[src/rtl/uart_cmd_pkg.sv]
// Shared constants, FSM states and helpers for the uart command parser.
// Responses are packed little-end first: byte 0 goes out first.
package uart_cmd_pkg;

    localparam logic [7:0] ASCII_CR = 8'h0D;
    localparam logic [7:0] ASCII_LF = 8'h0A;
    localparam logic [7:0] ASCII_L  = 8'h4C;
    localparam logic [7:0] ASCII_S  = 8'h53;
    localparam logic [7:0] ASCII_0  = 8'h30;
    localparam logic [7:0] ASCII_A  = 8'h41;
    localparam logic [7:0] ASCII_O  = 8'h4F;
    localparam logic [7:0] ASCII_K  = 8'h4B;
    localparam logic [7:0] ASCII_E  = 8'h45;
    localparam logic [7:0] ASCII_R  = 8'h52;

    // Clearing bit 5 folds lowercase ASCII letters onto uppercase
    localparam logic [7:0] CASE_MASK = 8'hDF;

    typedef enum logic [1:0] {
        ST_COLLECT,
        ST_EXEC,
        ST_SEND,
        ST_WAIT
    } state_t;

    typedef logic [3:0][7:0] resp_t;

    localparam resp_t RESP_OK = {ASCII_LF, ASCII_CR, ASCII_K, ASCII_O};
    localparam resp_t RESP_ER = {ASCII_LF, ASCII_CR, ASCII_R, ASCII_E};

    function automatic logic [7:0] nibble_to_hex(input logic [3:0] n);
        if (n < 4'd10)
            return ASCII_0 + {4'd0, n};
        else
            return ASCII_A + {4'd0, n} - 8'd10;
    endfunction

endpackage

[src/rtl/uart_resp_sender.sv]
// Streams a 3- or 4-byte response into the uart transmitter,
// pacing each byte on the tx_busy handshake.
module uart_resp_sender
    import uart_cmd_pkg::*;
(
    input  logic       clk,
    input  logic       rst_n,
    input  logic       start,
    input  resp_t      resp,
    input  logic [2:0] resp_len,
    input  logic       tx_busy,
    output logic       tx_send,
    output logic [7:0] tx_data,
    output logic       done
);

    // ST_COLLECT doubles as the sender's idle state
    state_t      state, state_nxt;
    resp_t       resp_q, resp_nxt;
    logic [2:0]  len_q, len_nxt;
    logic [1:0]  idx, idx_nxt;
    logic        first, first_nxt;
    logic [7:0]  data_nxt;

    always_ff @(posedge clk or negedge rst_n) begin
        if (!rst_n) begin
            state   <= ST_COLLECT;
            resp_q  <= '0;
            len_q   <= '0;
            idx     <= '0;
            first   <= 1'b0;
            tx_data <= 8'h00;
        end else begin
            state   <= state_nxt;
            resp_q  <= resp_nxt;
            len_q   <= len_nxt;
            idx     <= idx_nxt;
            first   <= first_nxt;
            tx_data <= data_nxt;
        end
    end

    always_comb begin
        state_nxt = state;
        resp_nxt  = resp_q;
        len_nxt   = len_q;
        idx_nxt   = idx;
        first_nxt = first;
        data_nxt  = tx_data;
        tx_send   = 1'b0;
        done      = 1'b0;
        unique case (state)
            ST_SEND: begin
                if (!tx_busy) begin
                    tx_send   = 1'b1;
                    first_nxt = 1'b1;
                    state_nxt = ST_WAIT;
                end
            end
            ST_WAIT: begin
                // tx_busy may lag tx_send by one cycle
                if (first) begin
                    first_nxt = 1'b0;
                end else if (!tx_busy) begin
                    if ({1'b0, idx} + 3'd1 < len_q) begin
                        idx_nxt   = idx + 2'd1;
                        data_nxt  = resp_q[idx + 2'd1];
                        state_nxt = ST_SEND;
                    end else begin
                        done      = 1'b1;
                        state_nxt = ST_COLLECT;
                    end
                end
            end
            default: begin
                if (start) begin
                    resp_nxt  = resp;
                    len_nxt   = resp_len;
                    idx_nxt   = 2'd0;
                    data_nxt  = resp[0];
                    state_nxt = ST_SEND;
                end
            end
        endcase
    end

endmodule

[src/rtl/uart_cmd_parser.sv]
// Assembles CR-terminated command lines from uart rx bytes, drives
// the LEDs and hands an ASCII response to the transmit sender.
module uart_cmd_parser
    import uart_cmd_pkg::*;
#(
    parameter int CMD_MAX_LEN = 8,
    parameter int NUM_LEDS    = 4
) (
    input  logic                clk,
    input  logic                rst_n,
    input  logic                rx_valid,
    input  logic [7:0]          rx_data,
    input  logic                tx_busy,
    output logic                tx_send,
    output logic [7:0]          tx_data,
    output logic [NUM_LEDS-1:0] led,
    output logic                cmd_err,
    output logic                rx_drop
);

    localparam int LW = $clog2(CMD_MAX_LEN + 1);
    localparam logic [LW-1:0] LEN_MAX = LW'(CMD_MAX_LEN);
    // Only the first two bytes can form a valid command; longer
    // lines are rejected on length alone, so later bytes are not kept.
    localparam logic [LW-1:0] KEEP = LW'(2);

    state_t              state, state_nxt;
    logic [LW-1:0]       len, len_nxt;
    logic                ovf, ovf_nxt;
    logic [7:0]          line [2];
    logic [NUM_LEDS-1:0] led_nxt;
    logic [7:0]          led8;
    logic                store;
    logic                is_l, is_s;
    logic                start, done;
    resp_t               resp;
    logic [2:0]          resp_len;

    assign store = (state == ST_COLLECT) && rx_valid &&
                   (rx_data != ASCII_CR) && (rx_data != ASCII_LF) &&
                   (len < KEEP);

    assign is_l = (len == LW'(2)) &&
                  ((line[0] & CASE_MASK) == ASCII_L) &&
                  (line[1] >= ASCII_0 + 8'd1) &&
                  (line[1] <= ASCII_0 + 8'(NUM_LEDS));

    assign is_s = (len == LW'(1)) &&
                  ((line[0] & CASE_MASK) == ASCII_S);

    assign led8    = 8'(led);
    assign rx_drop = rx_valid && (state != ST_COLLECT);

    always_ff @(posedge clk or negedge rst_n) begin
        if (!rst_n) begin
            state <= ST_COLLECT;
            len   <= '0;
            ovf   <= 1'b0;
            led   <= '0;
        end else begin
            state <= state_nxt;
            len   <= len_nxt;
            ovf   <= ovf_nxt;
            led   <= led_nxt;
        end
    end

    always_ff @(posedge clk or negedge rst_n) begin
        if (!rst_n) begin
            line[0] <= 8'h00;
            line[1] <= 8'h00;
        end else if (store) begin
            line[len[0]] <= rx_data;
        end
    end

    always_comb begin
        state_nxt = state;
        len_nxt   = len;
        ovf_nxt   = ovf;
        led_nxt   = led;
        start     = 1'b0;
        resp      = RESP_ER;
        resp_len  = 3'd4;
        cmd_err   = 1'b0;
        unique case (state)
            ST_COLLECT: begin
                if (rx_valid) begin
                    if (rx_data == ASCII_CR) begin
                        state_nxt = ST_EXEC;
                    end else if (rx_data != ASCII_LF) begin
                        if (len == LEN_MAX)
                            ovf_nxt = 1'b1;
                        else
                            len_nxt = len + LW'(1);
                    end
                end
            end
            ST_EXEC: begin
                len_nxt   = '0;
                ovf_nxt   = 1'b0;
                start     = 1'b1;
                state_nxt = ST_SEND;
                if (ovf) begin
                    cmd_err = 1'b1;
                end else if (len == '0) begin
                    start     = 1'b0;
                    state_nxt = ST_COLLECT;
                end else if (is_l) begin
                    resp = RESP_OK;
                    for (int i = 0; i < NUM_LEDS; i++)
                        if (line[1] == ASCII_0 + 8'(i + 1))
                            led_nxt[i] = ~led[i];
                end else if (is_s) begin
                    if (NUM_LEDS > 4) begin
                        resp = {ASCII_LF, ASCII_CR,
                                nibble_to_hex(led8[3:0]),
                                nibble_to_hex(led8[7:4])};
                    end else begin
                        resp     = {8'h00, ASCII_LF, ASCII_CR,
                                    nibble_to_hex(led8[3:0])};
                        resp_len = 3'd3;
                    end
                end else begin
                    cmd_err = 1'b1;
                end
            end
            default: begin
                if (done)
                    state_nxt = ST_COLLECT;
            end
        endcase
    end

    uart_resp_sender u_sender (
        .clk      (clk),
        .rst_n    (rst_n),
        .start    (start),
        .resp     (resp),
        .resp_len (resp_len),
        .tx_busy  (tx_busy),
        .tx_send  (tx_send),
        .tx_data  (tx_data),
        .done     (done)
    );

endmodule

[config.mk]
export PLATFORM = sky130hd
export DESIGN_NAME = uart_cmd_parser
export DESIGN_NICKNAME = d
export VERILOG_FILES = /design/src/rtl/uart_cmd_pkg.sv /design/src/rtl/uart_resp_sender.sv /design/src/rtl/uart_cmd_parser.sv
export SDC_FILE = /design/constraint.sdc
export NUM_CORES = 1
export LEC_CHECK = 0
export CELL_PAD_IN_SITES_DETAIL_PLACEMENT = 2
export CELL_PAD_IN_SITES_GLOBAL_PLACEMENT = 2
export CORE_MARGIN = 2
export CORE_UTILIZATION = 37
export DETAILED_ROUTE_END_ITERATION = 10
export PLACE_DENSITY = 0.78
export SYNTH_ARGS = -nofsm -noshare
export SYNTH_HDL_FRONTEND = slang
export SYNTH_SLANG_ARGS = --single-unit
[constraint.sdc]
create_clock -name clk -period 2.6 [get_ports clk]
set_input_delay 0.65 -clock clk [delete_from_list [all_inputs] [get_ports clk]]
set_output_delay 0.65 -clock clk [all_outputs]
set_load 0.02 [all_outputs]
==> flow_summary.json <==
{
  "hp-class": "input pin to async pin",
  "synth_top_cell_area_share_pct": 45.13,
  "ant_nets": 0,
  "r2r_setup_slack_ns": 0.31,
  "grt_max_degree": 22,
  "wire_per_inst_um": 20.02,
  "fin_total_pwr_w": 0.002786,
  "cts_buffer_depth": 2,
  "synth_edf_count": 0,
  "cts_sinks": 50,
  "setup_viol": 1,
  "cp_top_family": "simple AND/OR/NAND/NOR gates",
  "drc_errors": 0,
  "vias": 2253,
  "finalCriticalPeriod_ns": 2.634,
  "period_share_pct": 101.3,
  "grt_pass1_wl_um": 13390,
  "finalWirelength_um": 8249,
  "diodes": 0,
  "gp_congestion": 0.8233,
  "failed_checks": "negative setup slack",
  "globalRouteOverflowTotal": 0,
  "coreArea_um2": 7253,
  "yosys-top-cells-count": "dfrtp_1, mux2_2, nand2_1, nor2_1, nand3_1",
  "post-dp-hpwl_um": 6068,
  "vdd.ir_drop.worst_mv": 0.3367,
  "slew_violations": 0,
  "synth-seq-area-share_pct": 45.13,
  "clk_latency_ns": 0.30,
  "drtIter0Drc": 107,
  "synth.distinct_cells": 53,
  "yosysWarnings": 0,
  "synth_compound_area_share_pct": 14.53,
  "grt_usage_pct": 20.57,
  "ff2ff_path_depth": 8,
  "via_per_inst": 5.468,
  "num_rows": 31,
  "synthFlopType": "dfrtp_1",
  "synth_top_family_by_area": "simple AND/OR/NAND/NOR gates",
  "rsz0062_at_grt": "yes",
  "path_clk_slew_ns": 0.10,
  "relSlewSlack_pct": 58.51,
  "die_w_um": 90.57,
  "worst_slack_ns": -0.03361,
  "startpoint_type": "register",
  "synthesis.nets": 280,
  "start_util_pct": 38.23,
  "cts_made_buffers": 5,
  "path_max_fanout": 3,
  "slowest_delay_ns": 0.57,
  "worstMarginPinSlew_ns": 0.6143,
  "holdBufCountCts": 0,
  "first_pass_iters": 4,
  "worstPathCellList": "or4bb_4, a2111oi_4, o21a_1, nor2_2, buf_6",
  "cp.required_ns": 1.95,
  "reg2reg_to": "u_sender.tx_data[6]",
  "synth-seq-cells": 50,
  "antenna_found_initial": 0,
  "root_buffer": "clkbuf_8",
  "synth.most_common_cell": "dfrtp_1",
  "dieArea_um2": 8202,
  "worst-path-buf-inv": 1,
  "area_growth_syn_to_layout_pct": 23.51,
  "synthSimpleGateAreaFrac_pct": 18.82,
  "synthArstFlopShare_pct": 100.0,
  "drive_gt1_share_pct": 24.28,
  "port_buffers": 25,
  "synth_xor_area_share_pct": 1.579,
  "synth.area.mux_share_pct": 12.68,
  "nets": 332,
  "die_h_um": 90.57,
  "worstPathArrival_ns": 1.98,
  "synth_fa_ha_area_share_pct": 3.159,
  "worstSetupPathType": "register to output port",
  "cpMaxStageDelayCell": "or4bb_4",
  "final_util_pct": 47.21,
  "cts_tree": "yes",
  "netlist_instances": 261,
  "skew_ns": 0.006655,
  "syn_area_um2": 2773,
  "critPathCaptureType": "output port",
  "avgSynthCellArea_um2": 10.62,
  "grt_pass1_vias": 2525,
  "synth_area_leaders": "dfrtp_1, mux2_2, ha_1, nand2_1, mux2i_1",
  "hold_viol_final": 0,
  "power_leakage_nw": 1.546,
  "fin_hold_ws_ns": 0.2924,
  "max_freq_mhz": 379.7,
  "ioPinCount": 27,
  "r2r_start": "len[0]",
  "status": "finished with violations",
  "htree_levels": 2,
  "yosys.area.top_type": "dfrtp_1",
  "cap_viol_max_count": 0,
  "power.density_nw_per_um2": 813.4
}
power breakdown:
group	switching, W	total [W]	internal, W
clock	0.000262	0.000449	0.000187
sequential	0.000208	0.00121	0.00100
combinational	0.000555	0.00113	0.000574
total	0.00103	0.00279	0.00176
metrics by stage:
step / worst slack (ns) / area, µm² / setup TNS, ns / cells
6_report: -0.03361 / 3425 / -0.03361 / 412
5_1_grt: -0.1099 / 3425 / -0.1099 / 412
4_1_cts: -0.09483 / 3401 / -0.09483 / 411
3_5_place_dp: -0.1031 / 3329 / -0.1031 / 404
3_3_place_gp: -0.07379 / 3329 / -0.07379 / 404
2_1_floorplan: 0.3337 / 2773 / 0 / 261
cell type report:
cell class	instances	area, µm²
timing repair buffer	59	516.7
inverter	10	37.54
clock buffer	7	76.32
fill	781	3829
tap	99	123.9
multi-input combinational	187	1419
sequential	50	1251
cells in the final DEF (no fill, tap or decap), types with 3 or more instances in the layout:
cell / count
nor2b_1: 4
nand4_1: 4
mux2_2: 23
nor2_1: 11
a31oi_1: 10
o21ai_0: 6
a211oi_1: 5
o21a_1: 3
a41oi_1: 3
dfrtp_1: 50
a21oi_1: 6
mux2i_1: 7
clkdlybuf4s50_1: 22
a21o_1: 6
ha_1: 7
nor3b_1: 5
xnor2_1: 5
nand2_1: 22
buf_4: 33
nand2b_1: 4
clkbuf_8: 5
inv_1: 10
o211ai_1: 4
nand3_1: 11
worst max-delay path by stage:
| stage | endpoint | depth (start not counted) | start |
|---|---|---|---|
| global placement | cmd_err | 5 | line[9] |
| floorplan | cmd_err | 4 | len[0] |
| global route | cmd_err | 5 | line[10] |
| CTS | cmd_err | 5 | len[0] |
| finish | cmd_err | 5 | line[10] |
| detailed placement | cmd_err | 5 | line[9] |
logic make-up after synthesis:
family                     count (synthesis)
muxes                                     31
AOI/OAI and AO/OA                         54
adders and majority gates                  7
buffers and inverters                     24
other                                      1
xor gates and xnor gates                   5
and+or+nand+nor                           89
DFF                                       50
state kept, by name, indices dropped and copies added, names as in the netlist:
| signal | count |
|---|---|
| line | 15 |
| u_sender.resp_q | 11 |
| u_sender.tx_data | 7 |
| led | 4 |
| len | 4 |
| state | 2 |
| u_sender.idx | 2 |
| u_sender.state | 2 |
| ovf | 1 |
| u_sender.first | 1 |
| u_sender.len_q | 1 |
layer usage:
metal	part of all wire (%)	vias up	track usage [%]
met4	1.3	0	5.513
met5	0	-	0
met1	45	1155	26.51
met2	52	27	36.63
met3	2.1	8	2.170
li1	-	1063	-
what timing repair did:
action	CTS	global route
gates resized for setup	4	6
buffers inserted	0	1
gates cloned	0	0
pin swaps	2	3
setup endpoints to repair	1	4
Power figures use the tool's default switching activity.
